<file path="config.mk">
export PLATFORM = sky130hd
export DESIGN_NAME = regfile_write_arbiter
export DESIGN_NICKNAME = d
export VERILOG_FILES = /design/src/rtl/regfile_write_arbiter.sv
export SDC_FILE = /design/constraint.sdc
export NUM_CORES = 1
export LEC_CHECK = 0
export BUFFER_PORTS_ARGS = -buffer_cell sky130_fd_sc_hd__buf_4
export CORE_MARGIN = 8
export CORE_UTILIZATION = 45
export CTS_CLUSTER_SIZE = 24
export DETAILED_ROUTE_END_ITERATION = 8
export PLACE_DENSITY = 0.78
export SKIP_CTS_REPAIR_TIMING = 1
export SLEW_MARGIN = 10
export SYNTH_ARGS = -nofsm -noshare
export SYNTH_HDL_FRONTEND = slang
export SYNTH_SLANG_ARGS = --single-unit
</file>
<file path="constraint.sdc">
create_clock -name clk -period 2.1 [get_ports clk]
set_clock_uncertainty 0.1 [all_clocks]
set_input_delay 0.42 -clock clk [delete_from_list [all_inputs] [get_ports clk]]
set_output_delay 0.42 -clock clk [all_outputs]
set_load 0.02 [all_outputs]
</file>
<file path="src/rtl/regfile_write_arbiter.sv">
// rtl/regfile_write_arbiter.sv - shares the register file write port between WB and a queued multi-cycle unit
// Optional ARB_PERF_CNT_EN adds a saturating stall_cnt of forced-stall cycles.
module regfile_write_arbiter #(
    parameter int FIFO_DEPTH   = 4,
    parameter int STARVE_LIMIT = 8
) (
    input  logic        clk,
    input  logic        reset,
    input  logic        wb_we,
    input  logic [3:0]  wb_a,
    input  logic [31:0] wb_wd,
    input  logic        mc_valid,
    output logic        mc_ready,
    input  logic [3:0]  mc_a,
    input  logic [31:0] mc_wd,
    input  logic [3:0]  rd_a1,
    input  logic [3:0]  rd_a2,
    output logic        pend_hit,
    output logic        stall,
    output logic        we3,
    output logic [3:0]  a3,
    output logic [31:0] wd3,
    output logic        r15_drop
`ifdef ARB_PERF_CNT_EN
    ,
    output logic [15:0] stall_cnt
`endif
);

    localparam int PW = $clog2(FIFO_DEPTH);
    localparam int CW = PW + 1;
    localparam int SW = $clog2(STARVE_LIMIT + 1);

    typedef enum logic [1:0] {
        IDLE  = 2'd0,
        DRAIN = 2'd1,
        FORCE = 2'd2
    } state_t;

    state_t            state, state_next;
    logic [3:0]        fifo_a  [FIFO_DEPTH];
    logic [31:0]       fifo_wd [FIFO_DEPTH];
    logic [FIFO_DEPTH-1:0] fifo_vld;
    logic [PW-1:0]     wr_ptr, rd_ptr;
    logic [CW-1:0]     count, count_next;
    logic [SW-1:0]     starve, starve_next;

    logic fifo_empty, mc_hs, mc_push, mc_drop;
    logic forcing, wb_live, wb_grant, wb_drop, head_grant;

    assign fifo_empty = (count == '0);
    assign mc_ready   = (count < CW'(FIFO_DEPTH));
    assign mc_hs      = mc_valid & mc_ready;
    assign mc_push    = mc_hs & (mc_a != 4'd15);
    assign mc_drop    = mc_hs & (mc_a == 4'd15);

    // During a forced stall the pipeline re-presents its WB request next cycle.
    assign forcing    = (state == FORCE);
    assign wb_live    = wb_we & ~forcing;
    assign wb_grant   = wb_live & (wb_a != 4'd15);
    assign wb_drop    = wb_live & (wb_a == 4'd15);
    assign head_grant = ~fifo_empty & (forcing | ~wb_grant);
    assign stall      = forcing;

    always_comb begin
        count_next = count;
        if (mc_push && !head_grant) begin
            count_next = count + CW'(1);
        end else if (!mc_push && head_grant) begin
            count_next = count - CW'(1);
        end
    end

    always_comb begin
        starve_next = starve;
        if (fifo_empty || head_grant) begin
            starve_next = '0;
        end else if (starve < SW'(STARVE_LIMIT)) begin
            starve_next = starve + SW'(1);
        end
    end

    always_comb begin
        state_next = state;
        case (state)
            IDLE: begin
                if (mc_push) state_next = DRAIN;
            end
            DRAIN: begin
                if (starve_next == SW'(STARVE_LIMIT)) state_next = FORCE;
                else if (count_next == '0)             state_next = IDLE;
            end
            FORCE: begin
                state_next = (count_next == '0) ? IDLE : DRAIN;
            end
            default: state_next = IDLE;
        endcase
    end

    always_ff @(posedge clk or posedge reset) begin
        if (reset) begin
            state    <= IDLE;
            count    <= '0;
            starve   <= '0;
            wr_ptr   <= '0;
            rd_ptr   <= '0;
            fifo_vld <= '0;
        end else begin
            state  <= state_next;
            count  <= count_next;
            starve <= starve_next;
            if (head_grant) begin
                fifo_vld[rd_ptr] <= 1'b0;
                rd_ptr           <= rd_ptr + PW'(1);
            end
            if (mc_push) begin
                fifo_vld[wr_ptr] <= 1'b1;
                wr_ptr           <= wr_ptr + PW'(1);
            end
        end
    end

    // Payload storage needs no reset; validity lives in fifo_vld.
    always_ff @(posedge clk) begin
        if (mc_push) begin
            fifo_a[wr_ptr]  <= mc_a;
            fifo_wd[wr_ptr] <= mc_wd;
        end
    end

    always_comb begin
        pend_hit = 1'b0;
        for (int i = 0; i < FIFO_DEPTH; i++) begin
            if (fifo_vld[i] && (fifo_a[i] != 4'd15) &&
                ((fifo_a[i] == rd_a1) || (fifo_a[i] == rd_a2))) begin
                pend_hit = 1'b1;
            end
        end
    end

    always_ff @(posedge clk or posedge reset) begin
        if (reset) begin
            we3      <= 1'b0;
            a3       <= '0;
            wd3      <= '0;
            r15_drop <= 1'b0;
        end else begin
            we3      <= wb_grant | head_grant;
            r15_drop <= wb_drop | mc_drop;
            if (wb_grant) begin
                a3  <= wb_a;
                wd3 <= wb_wd;
            end else if (head_grant) begin
                a3  <= fifo_a[rd_ptr];
                wd3 <= fifo_wd[rd_ptr];
            end
        end
    end

`ifdef ARB_PERF_CNT_EN
    always_ff @(posedge clk or posedge reset) begin
        if (reset) begin
            stall_cnt <= '0;
        end else if (forcing && (stall_cnt != 16'hFFFF)) begin
            stall_cnt <= stall_cnt + 16'd1;
        end
    end
`endif

endmodule

</file>
* After elaboration in Yosys (flattened, before gate mapping) *
Memories as Yosys holds them, arrays and structs flattened.
Cells that the tools add are included.
W data, S select, Z words.

operators by class
  reduce and logical (&&, ||, !) cells = 24
  eq/ne operators = 21
  magnitude comparators = 6
  bitwise logic cells = 16
  multiplexer cells = 25
  add/sub/neg operators = 5

operator list
  operator               number
  $mux W32               2
  $eq A4 B4 Y1           8
  $mux W4                6
  $ne A4 B4 Y1 const B   6
  $eq A4 B4 Y1 const B   3
  $logic_and A1 B1 Y1    12
  $mux W1                9
  $and A1 B1 Y1          7
  $logic_not A3 Y1       2
  $lt A2 B3 Y1 const B   2
  $mux W2                3
  $mux W3                2
  $pmux W2 S3            1
  $logic_or A1 B1 Y1     5
  $add A2 B1 Y2 const B  2
  $add A4 B1 Y4 const B  1
  $and A4 B4 Y4          1
  $demux W1 S2           2
  $ge A2 B1 Y1 const B   2
  $lt A4 B4 Y1 const B   1
  $not A4 Y4             1
  $or A4 B4 Y4           1
  $add A3 B1 Y3 const B  1
  $lt A3 B3 Y1 const B   1
  other kinds (11)       16

storage, ports and cells
  RAM bits = 144
  bits of input ports = 84
  register bits = 55
  memories = 2
  word-level logic and storage cells = 109
  output and inout bits = 41

memory list
  name     words  width  rd ports  clocked after memory_dff  wr ports  line  RTL
  fifo_wd  4      32     1         0                         1         42    logic [31:0] fifo_wd [FIFO_DEPTH];
  fifo_a   4      4      5         0                         1         41    logic [3:0] fifo_a [FIFO_DEPTH];

* Logic depth before layout (Yosys ltp) *
  word-level depth = 14
  depth in mapped cells = 8
  depth with buffers taken out = 8

* Least setup slack after synthesis *
Ideal clock, no wire load.

  path kind = input port to flip-flop
  start point = input port mc_valid
  end point = memory fifo_a[0][0] (enable)
  data required time = 1.602 ns
  slack = -0.037 ns
  stages = 2
  path buffers = 0
  data arrival time = 1.639 ns
  cell sequence = nor2b_1 -> and3_1

on the way
  cells in the longest elaborated chain, start to end = 4

RTL lines
  what                           line  RTL
  from (decl)                    12    input logic mc_valid,
  $and A1 B1 Y1                  53    assign mc_hs = mc_valid & mc_ready;
  $and A1 B1 Y1                  54    assign mc_push = mc_hs & (mc_a != 4'd15);
  $mux W1                        125   if (mc_push) begin
  $mux W1 (implied by the code)  126   fifo_a[wr_ptr] <= mc_a;
  to (decl)                      41

No other way between the ends.

==> reports/summary.txt <==
Synth Area per Inst: 15.2 sq um
Post-route DRC: 0
biggest area consumer among synthesized cells: edfxtp_1
Top Ports: 125
Design Power: 0.0138 W
Initial Util: 46.1%
R2R Setup Slk: 0.07 ns
Hold Crit Class: in2async
Slew Viols, Final: 0
worst setup path end: pend_hit
Post-Synthesis Cell Area: 8310 sq um
syn_nets: 643
Inst Count DP: 903
first-pass GRT wire length: 31100 um
layout cell share with drive strength beyond 1: 35.5%
RR Startpoint: count[1]
port bufs: 124
Power Dens Cells: 1310 nW/um^2
Max-Cap Viols: 0
slew at the pin closest to its max-slew limit: 0.645 ns
Via-to-Cell Ratio: 5.60
Synth Register Bits: 199
width of the die: 152 um
CP max-delay cell: edfxtp_1
FF/Latch Area: 5700 sq um
largest delay contributor family on the critical path: flip-flops
Setup Viol. Count Final: 1
minimum clock period: 2.35 ns
Slew headroom: 57.0%
final core occ: 58.6%
post-route ant nets: 0
post-synthesis xor/xnor area fraction: 3.90%
setup_tns: -0.250 ns
crit share post-route: 112%
Layout fillers: 1355
CP arrival: 1.83 ns
Worst path depth: 5
adder-cell share of the synthesized area: 1.81%
crit-path max FO: 4
CP Buf/Inv Count: 1
WL per Instance: 20.8 um
cells on worst reg2reg path: 7
core area: 18000 sq um
setup slack at placement: -0.0166 ns
critical path data required time: 1.58 ns
Synth Area in Compound Gates: 5.13%
clk_lat worst skew: 0.43 ns
RSZ-0062 raised after global routing: true
slowest stage delay, CP: 0.46 ns
simple logic cell fraction of the synthesized area: 8.57%
Via Count: 5291
Yosys warnings: 0
violated checks: hold timing, setup timing
post-synthesis instance total: 547
initial antenna violation count: 1
vias in the first global route: 5656
hpwl dp: 13700 um
Critical Path Start: fifo_a[0][2]
die height: 152 um
root buffer cell: clkbuf_16
total grt overflow: 0
Synth area leaders: edfxtp_1 (52%), dfrtp_1 (17%), mux4_2 (9.8%)
CP Launch Type: flip-flop
Yosys top cell area share: 52.0%
Inserted Clock Buffers: 17
die area: 23100 sq um
1st-pass router iterations: 5
GRT Overall Usage: 17.1%
Max VDD drop: 0.868 mV
row count: 49
initial DRC count: 429
FMAX: 426 MHz
clk slew on worst S/H paths: 0.07 ns
cells along the critical path: xor2_1, o41ai_2, nand3_1, nand4_1, buf_6
final WL: 19700 um
Leak: 4.07 nW
worst hold margin: -0.0154 ns
sequential share of the synthesized area: 68.6%
Distinct cells, synth: 42
largest net degree at the start of global routing: 51
TritonCTS clock tree: built
Clock Tree Buf Depth: 2
nets: 799
Multi-input gate area: 2550 sq um
Critical Path End Type: output port
Finished Layout Cells: 945
clock sinks: 199
status: finished with violations
setup ws final: -0.250 ns
Area Overhead vs Synth: 27.1%
H-tree Lvls: 4
critical path class: reg2out
post-synthesis mux area share: 10.2%
routability cong.: 0.964
largest family of logic cells by synthesized area: multiplexers
reg2reg end: state[0]
Fin. Hold Viols: 24
diode count: 0
## stage by stage
step	hold WS, ns	area, sq um
finish	-0.0154	10600
global placement	0.371	9800
global route	0.0195	10600
CTS	-0.00493	10400
floorplan	0.349	8320
detailed placement	0.375	9800
## metal layers
| metal | wire [um] | track usage (%) | share of wire (%) | vias up |
|---|---|---|---|---|
| li1 | - | - | - | 2376 |
| met1 | 7970 | 20.3 | 41 | 2699 |
| met2 | 10100 | 28.9 | 52 | 176 |
| met3 | 1070 | 4.46 | 5.4 | 38 |
| met4 | 476 | 6.84 | 2.4 | 2 |
| met5 | 13 | 0 | 0.066 | - |
## how the worst min path moves through the flow
stage,startpoint,to,cells after the start
floorplan,fifo_vld[0],fifo_vld[0],1
global placement,state[1],state[1],1
detailed placement,fifo_vld[2],fifo_vld[2],1
CTS,reset,wd3[17],2
global route,reset,wd3[20],2
finish,reset,wd3[20],2
## layout make-up
type	count	share of cell area, %
Clock buffer	17	4.03
Clock inverter	15	1.66
Inverter	11	0.415
Tap cell	229	2.71
Timing Repair Buffer	160	13.0
Sequential cell	199	54.0
Multi-Input combinational cell	314	24.1
## cells in the mapped netlist (all sizes together)
| cell type | instances |
|---|---|
| buf | 10 |
| o32ai | 1 |
| o211ai | 3 |
| o21bai | 1 |
| nor4 | 1 |
| nor2b | 3 |
| a211oi | 1 |
| nor3b | 2 |
| or4 | 1 |
| or2b | 1 |
| nand3 | 8 |
| mux4 | 36 |
| ha | 12 |
| nand2 | 83 |
| xor2 | 17 |
| a21oi | 1 |
| clkbuf | 13 |
| nand4 | 12 |
| nor2 | 45 |
| o41ai | 4 |
| mux2i | 4 |
| dfrtp | 55 |
| edfxtp | 144 |
| inv | 11 |
| o31ai | 2 |
| a31oi | 38 |
| nand2b | 2 |
| and4 | 2 |
| and3 | 4 |
| a21o | 5 |
| o21ai | 5 |
| xnor2 | 20 |
## cell usage in the layout (no fill, tap or decap), types with 3 or more instances in the layout
cell / n
nand2_1: 83
dfrtp_1: 53
inv_2: 4
and3_2: 4
clkbuf_16: 17
edfxtp_1: 144
xnor2_1: 18
clkinv_2: 4
o21ai_0: 4
xor2_1: 17
inv_6: 3
mux4_2: 36
mux2i_1: 3
o41ai_2: 3
inv_1: 6
a21o_1: 5
buf_6: 3
buf_12: 13
nand3_1: 7
ha_1: 11
nor2_1: 45
a31oi_1: 37
bufinv_16: 3
buf_4: 144
nand4_1: 12
## state kept, by name, summed over array words and instances (netlist names)
| name | cells |
|---|---|
| state | 2 |
| rd_ptr | 2 |
| wd3 | 32 |
| fifo_a | 16 |
| wr_ptr | 2 |
| fifo_vld | 4 |
| a3 | 4 |
| starve | 4 |
| we3 | 1 |
| count | 3 |
| fifo_wd | 128 |
| r15_drop | 1 |
## cell families (layout without fill, tap and decap cells)
family | Yosys count | after routing
buf+inv | 34 | 203
fa+ha+maj | 12 | 12
mux | 40 | 40
xor+xnor | 37 | 37
compound gates | 61 | 61
flops | 199 | 199
simple gates | 164 | 164
## where the power goes
group | switching [W] | internal [W] | leakage [nW]
combinational | 0.00261 | 0.00229 | 1.82
clock | 0.00141 | 0.00188 | 0.293
sequential | 0.000504 | 0.00514 | 1.96
total | 0.00453 | 0.00931 | 4.07
Note: power is estimated with default switching activity, not from simulation.
